===== src/rtl/rvsp_clk_pkg.sv =====
// Shared encodings and defaults for the processor clock-enable controller.
package rvsp_clk_pkg;

    // Operating mode selector values; 2'b11 is decoded as halt by the controller.
    localparam logic [1:0] MODE_HALT = 2'b00;
    localparam logic [1:0] MODE_RUN  = 2'b01;
    localparam logic [1:0] MODE_STEP = 2'b10;

    // Controller FSM state encodings, also exported on the STATE port.
    typedef enum logic [1:0] {
        ST_HALTED = 2'b00,
        ST_RUN    = 2'b01,
        ST_STEP   = 2'b10
    } state_e;

    // 10 ms of stability at a 50 MHz board clock.
    localparam int unsigned DEBOUNCE_CYC_DEFAULT = 32'd500000;

endpackage : rvsp_clk_pkg


===== src/rtl/clk_step_ctrl_btn_debounce.sv =====
// Push-button conditioning: 2-FF synchronizer, stability-counter debouncer
// and a one-cycle pulse on each rising edge of the debounced level.
module btn_debounce
    import rvsp_clk_pkg::*;
#(
    parameter int unsigned DEBOUNCE_CYC = DEBOUNCE_CYC_DEFAULT
) (
    input  logic CLK_50,
    input  logic RST,
    input  logic BTN_IN,
    output logic BTN_LEVEL,
    output logic BTN_RISE
);

    // The counter only has to reach DEBOUNCE_CYC-1, so clog2(DEBOUNCE_CYC) bits suffice.
    localparam int unsigned CW = (DEBOUNCE_CYC > 32'd1) ? $clog2(DEBOUNCE_CYC) : 32'd1;
    localparam logic [CW-1:0] CNT_LAST = CW'(DEBOUNCE_CYC - 32'd1);

    logic          sync1_q, sync1_d;
    logic          sync2_q, sync2_d;
    logic          level_q, level_d;
    logic          level_dly_q, level_dly_d;
    logic          rise_q, rise_d;
    logic [CW-1:0] cnt_q, cnt_d;

    // Synchronize the raw button and accept a new level only after it has
    // disagreed with the current level for DEBOUNCE_CYC consecutive cycles.
    always_comb begin
        sync1_d     = BTN_IN;
        sync2_d     = sync1_q;
        level_d     = level_q;
        cnt_d       = '0;
        if (sync2_q != level_q) begin
            if (cnt_q == CNT_LAST) begin
                level_d = sync2_q;
                cnt_d   = '0;
            end else begin
                level_d = level_q;
                cnt_d   = cnt_q + CW'(1);
            end
        end else begin
            level_d = level_q;
            cnt_d   = '0;
        end
        level_dly_d = level_q;
        rise_d      = level_q & ~level_dly_q;
    end

    // Debouncer state registers with synchronous reset.
    always_ff @(posedge CLK_50) begin
        if (RST) begin
            sync1_q     <= 1'b0;
            sync2_q     <= 1'b0;
            level_q     <= 1'b0;
            level_dly_q <= 1'b0;
            rise_q      <= 1'b0;
            cnt_q       <= '0;
        end else begin
            sync1_q     <= sync1_d;
            sync2_q     <= sync2_d;
            level_q     <= level_d;
            level_dly_q <= level_dly_d;
            rise_q      <= rise_d;
            cnt_q       <= cnt_d;
        end
    end

    assign BTN_LEVEL = level_q;
    assign BTN_RISE  = rise_q;

endmodule : btn_debounce


===== src/rtl/clk_step_ctrl.sv =====
// Clock-enable sequencer for the single-cycle core: free-run at DIV+1,
// halt, or single-step from the debounced push-button, with a sticky
// halt request from the core.
module clk_step_ctrl
    import rvsp_clk_pkg::*;
#(
    parameter int unsigned DIV_W        = 32'd26,
    parameter int unsigned DEBOUNCE_CYC = DEBOUNCE_CYC_DEFAULT,
    parameter int unsigned CNT_W        = 32'd32
) (
    input  logic             CLK_50,
    input  logic             RST,
    input  logic [1:0]       MODE,
    input  logic [DIV_W-1:0] DIV,
    input  logic             STEP_BTN,
    input  logic             HALT_REQ,
    output logic             CLK_EN,
    output logic [1:0]       STATE,
    output logic             RUNNING,
    output logic [CNT_W-1:0] CYCLE_CNT
);

    state_e             state_q, state_d;
    logic               halt_q, halt_d;
    logic [DIV_W-1:0]   div_cnt_q, div_cnt_d;
    logic               clk_en_q, clk_en_d;
    logic               running_q, running_d;
    logic [CNT_W-1:0]   cyc_cnt_q, cyc_cnt_d;

    logic               btn_level_s;
    logic               btn_rise_s;
    logic               step_req_s;
    logic               tick_s;
    logic               mode_run_s;
    logic               mode_step_s;
    logic               mode_halt_s;

    btn_debounce #(
        .DEBOUNCE_CYC (DEBOUNCE_CYC)
    ) u_btn (
        .CLK_50    (CLK_50),
        .RST       (RST),
        .BTN_IN    (STEP_BTN),
        .BTN_LEVEL (btn_level_s),
        .BTN_RISE  (btn_rise_s)
    );

    // A step request needs the debounced level still asserted, so a press
    // that has already been released again does not count.
    assign step_req_s  = btn_rise_s & btn_level_s;

    // Mode decode: the unused encoding 2'b11 behaves as halt.
    assign mode_run_s  = (MODE == MODE_RUN);
    assign mode_step_s = (MODE == MODE_STEP);
    assign mode_halt_s = ~mode_run_s & ~mode_step_s;

    // FSM state register.
    always_ff @(posedge CLK_50) begin
        if (RST) begin
            state_q <= ST_HALTED;
        end else begin
            state_q <= state_d;
        end
    end

    // FSM next-state logic; leaving RUN wins over a pending tick, and a step
    // is honoured even while the halt latch is set.
    always_comb begin
        state_d = state_q;
        case (state_q)
            ST_HALTED: begin
                if (mode_run_s && !halt_q && !HALT_REQ) begin
                    state_d = ST_RUN;
                end else if (mode_step_s && step_req_s) begin
                    state_d = ST_STEP;
                end else begin
                    state_d = ST_HALTED;
                end
            end
            ST_RUN: begin
                if (!mode_run_s || HALT_REQ) begin
                    state_d = ST_HALTED;
                end else begin
                    state_d = ST_RUN;
                end
            end
            ST_STEP: begin
                state_d = ST_HALTED;
            end
            default: begin
                state_d = ST_HALTED;
            end
        endcase
    end

    // FSM outputs, registered so CLK_EN reflects the state the core sees next cycle.
    always_comb begin
        clk_en_d  = 1'b0;
        running_d = 1'b0;
        case (state_d)
            ST_RUN: begin
                clk_en_d  = tick_s;
                running_d = 1'b1;
            end
            ST_STEP: begin
                clk_en_d  = 1'b1;
                running_d = 1'b0;
            end
            default: begin
                clk_en_d  = 1'b0;
                running_d = 1'b0;
            end
        endcase
    end

    // Halt latch: core request sets it, only an explicit halt mode clears it.
    always_comb begin
        if (HALT_REQ) begin
            halt_d = 1'b1;
        end else if (mode_halt_s) begin
            halt_d = 1'b0;
        end else begin
            halt_d = halt_q;
        end
    end

    // Divider: counts in RUN only; >= compare keeps a lowered DIV from wrapping.
    always_comb begin
        div_cnt_d = '0;
        tick_s    = 1'b0;
        if (state_q == ST_RUN) begin
            if (div_cnt_q >= DIV) begin
                tick_s    = 1'b1;
                div_cnt_d = '0;
            end else begin
                tick_s    = 1'b0;
                div_cnt_d = div_cnt_q + DIV_W'(1);
            end
        end else begin
            tick_s    = 1'b0;
            div_cnt_d = '0;
        end
    end

    // Retired-pulse counter: each cycle with CLK_EN high adds one, wrapping naturally.
    always_comb begin
        if (clk_en_q) begin
            cyc_cnt_d = cyc_cnt_q + CNT_W'(1);
        end else begin
            cyc_cnt_d = cyc_cnt_q;
        end
    end

    // Datapath and output registers with synchronous reset.
    always_ff @(posedge CLK_50) begin
        if (RST) begin
            halt_q    <= 1'b0;
            div_cnt_q <= '0;
            clk_en_q  <= 1'b0;
            running_q <= 1'b0;
            cyc_cnt_q <= '0;
        end else begin
            halt_q    <= halt_d;
            div_cnt_q <= div_cnt_d;
            clk_en_q  <= clk_en_d;
            running_q <= running_d;
            cyc_cnt_q <= cyc_cnt_d;
        end
    end

    assign CLK_EN    = clk_en_q;
    assign STATE     = state_q;
    assign RUNNING   = running_q;
    assign CYCLE_CNT = cyc_cnt_q;

endmodule : clk_step_ctrl

===== config.mk =====
export PLATFORM = sky130hd
export DESIGN_NAME = clk_step_ctrl
export DESIGN_NICKNAME = d
export VERILOG_FILES = /design/src/rtl/rvsp_clk_pkg.sv /design/src/rtl/clk_step_ctrl_btn_debounce.sv /design/src/rtl/clk_step_ctrl.sv
export SDC_FILE = /design/constraint.sdc
export NUM_CORES = 1
export LEC_CHECK = 0
export BUFFER_PORTS_ARGS = -buffer_cell sky130_fd_sc_hd__buf_2
export CORE_ASPECT_RATIO = 0.6
export CORE_UTILIZATION = 52
export DETAILED_ROUTE_END_ITERATION = 16
export PLACE_DENSITY = 0.86
export SYNTH_ARGS = -nofsm -noshare
export SYNTH_HDL_FRONTEND = slang
export SYNTH_SLANG_ARGS = --single-unit

===== constraint.sdc =====
create_clock -name CLK_50 -period 1.95 [get_ports CLK_50]
set_input_delay 0.195 -clock CLK_50 [delete_from_list [all_inputs] [get_ports CLK_50]]
set_output_delay 0.195 -clock CLK_50 [all_outputs]
set_load 0.01 [all_outputs]

==> flow_metrics.py <==
metrics = {
    "clock_tree": {
        "clk_latency_ns": 0.34,
        "cts_tree": "built",
        "cts_root_buf": "clkbuf_16",
        "htreeDepth": 3,
        "cts_buffers": 9,
        "hold_buffers": 0,
        "clockBufferDepth": 2,
        "clk_pin_slew_ns": 0.06,
        "cts_sinks": 87,
    },
    "critical_path": {
        "crit_path_max_fanout": 19,
        "startpoint_type": "flop",
        "criticalPathCategory": "flop to flop",
        "crit_path_end_kind": "flop",
        "worstPathRequired_ns": 2.24,
        "crit_arrival_ns": 2.32,
    },
    "routing": {
        "highest_layer": "met4",
        "drcViolationCount": 0,
        "avgRoutedWirePerCell_um": 15.5,
        "routed_wl_mm": 11.5,
        "num_vias": 4109,
        "routed_via_density": 5.55,
        "firstDrtPassIters": 5,
        "met2_length_mm": 5.52,
        "route.layer.met1.wl_mm": 5.19,
        "dr_wl_met3_um": 592,
        "drtAntennaViolNets": 0,
        "drtIter0Drc": 231,
    },
    "sta": {
        "maxSlewHeadroom_pct": 63.5,
        "setup_ws_ns": -0.0843,
        "tightest_slew_ns": 0.542,
        "fmax_mhz": 492,
        "setup_violations": 27,
        "fin_setup_tns_ns": -1.72,
        "fin_crit_ns": 2.03,
        "rsz0062_at_grt": "yes",
        "clock-skew-final_ns": 0.00752,
        "maxSlewViolCount": 0,
        "hold_slack_ns": 0.0833,
        "finalCritPeriodShare_pct": 104,
        "hold_violations": 0,
    },
    "logic_synthesis": {
        "ys_seq_area_share_pct": 38.3,
        "synth_seq_cells": 87,
        "syn-cell-area_sq_um": 4550,
        "synth_area_leaders": "dfxtp_1 (38%), ha_1 (9.1%), xnor2_1 (7.7%)",
        "synth_top_cell_area_share_pct": 38.3,
        "yosys-top-cells-count": "dfxtp_1 (87), nor2_1 (61), inv_1 (50)",
        "async_reset_ff_share_pct": 0,
        "synth_warnings": 0,
        "synth_cells": 523,
        "syn-num-nets": 588,
        "yosysMostFrequentCell": "dfxtp_1",
        "synthFlopType": "dfxtp_1",
        "synth_edf_count": 0,
        "yosysTopAreaCell": "dfxtp_1",
        "syn_area_per_cell_sq_um": 8.69,
        "synth_cell_types": 46,
    },
    "grt": {
        "overflow": 0,
        "track_usage_pct": 25.7,
        "grt_max_degree": 34,
        "first_global_vias": 3822,
        "antenna_found_initial": 0,
        "grt_first_pass_wirelength_mm": 18.1,
    },
    "placement": {
        "place_ws_ns": -0.110,
        "port_buffers": 67,
        "gp_congestion": 0.855,
        "dp.cells": 723,
        "post-dp-hpwl_mm": 7.94,
    },
    "status": {
        "outcome": "complete, but fails checks",
        "violations": "setup timing",
    },
    "power_and_ir_drop": {
        "switchingPower_uw": 783,
        "p_comb_share_pct": 4.0,
        "switching_share_pct": 22.5,
        "p_leak_nw": 2.36,
        "clockPowerShare_pct": 44.7,
        "p_seq_share_pct": 51.3,
        "peakVddDrop_mv": 0.526,
        "intPower_mw": 2.70,
        "p_per_area_nw_per_um2": 603,
    },
    "floorplanning": {
        "num_rows": 25,
        "start_util_pct": 55.7,
        "die_x_um": 123,
        "ios": 68,
        "fp.dieH_um": 74.4,
        "fp.dieArea_sq_um": 9130,
        "core_sq_um": 8160,
    },
    "cells_and_area": {
        "area_growth_pct": 26.9,
        "final_layout_size_suffix_gt1_share_pct": 26.9,
        "nets": 693,
        "antenna-diode-count": 0,
        "final_cells": 740,
    },
    "hold_path": {
        "hold_path_class": "input pin to flop",
    },
    "flow_run": {
        "max_cap_violations": 0,
    },
}
[cell usage in the layout, fill, tap and decap left out, drive strengths merged, types with 25 or more instances in the layout]
cell type / n
ha: 33
dfxtp: 87
nor2: 62
inv: 50
nor3: 41
xnor2: 40
nand2: 25
nand3: 27
buf: 110
xor2: 27
[flip-flops by register name, indices dropped and copies added (netlist names), 2 cells and up]
| register | flops |
|---|---|
| STATE | 2 |
| CYCLE_CNT | 32 |
| div_cnt_q | 26 |
| u_btn.cnt_q | 19 |
[worst max-delay path: stages (launching register included)]
cell and delay (ns):
dfxtp_2 0.34, ha_4 0.27, nand4_1 0.13, or4_4 0.60, a2bb2oi_2 0.16, o211ai_2 0.14
buf_12 0.20, o31a_1 0.14
[worst paths after layout]
path / start / endpoint / slack, ns / cells after the start
max reg2reg: div_cnt_q[17]$_SDFF_PP0_ / CLK_EN$_SDFF_PP0_ / -0.08 / 7
max: div_cnt_q[17]$_SDFF_PP0_ / CLK_EN$_SDFF_PP0_ / -0.08 / 7
min: STEP_BTN / u_btn.sync1_q$_SDFF_PP0_ / 0.08 / 2
min reg2reg: u_btn.level_dly_q$_SDFF_PP0_ / u_btn.BTN_RISE$_SDFF_PP0_ / 0.38 / 1
[what timing repair did]
action | 4_1_cts | 5_1_grt
endpoints found under the setup margin | 27 | 40
resized for setup | 21 | 16
buffers inserted | 0 | 2
pin swaps | 0 | 5
[per-stage QoR]
stage | total power, mW | util (%) | instance area, sq um
global route | 3.58 | 70.7 | 5770
floorplan | 1.89 | - | 4550
detailed placement | 1.95 | 64.4 | 5250
finish | 3.48 | 70.7 | 5770
global placement | 1.94 | 64.4 | 5250
CTS | 3.50 | 69.0 | 5640
[cell type report]
| class | instances | area, sq um |
|---|---|---|
| sequential | 87 | 1750 |
| fill | 564 | 2400 |
| multi-input combinational | 370 | 2720 |
| clock inverter | 5 | 36.3 |
| tap | 108 | 135 |
| clock buffer | 10 | 229 |
| inverter | 50 | 188 |
| timing repair buffer | 110 | 703 |
[power by group through the flow]
stage,combinational [mW],sequential (mW),clock [mW]
after floorplan,0.0666,1.83,0
after global placement,0.116,1.83,0
after detailed placement,0.120,1.83,0
after CTS,0.129,1.79,1.58
after global routing,0.156,1.78,1.64
final,0.139,1.78,1.56
[kinds of logic (layout without fill, tap and decap cells)]
family	count (synthesis)	after routing	synth area share, %
multiplexers	2	2	0.440
AO/OA/AOI/OAI	39	39	5.84
adder cells (fa/ha/maj)	33	33	9.08
buffers and inverters	66	175	6.50
XOR/XNOR	67	67	12.9
flip-flops	87	87	38.3
AND/OR/NAND/NOR	229	229	26.9
[layer usage]
metal / vias up / track usage, %
met4: 0 / 10.7
met2: 126 / 43.3
li1: 2006 / -
met1: 1952 / 32.0
met3: 25 / 6.06
met5: - / 0
(Power assumes the default switching activity.)
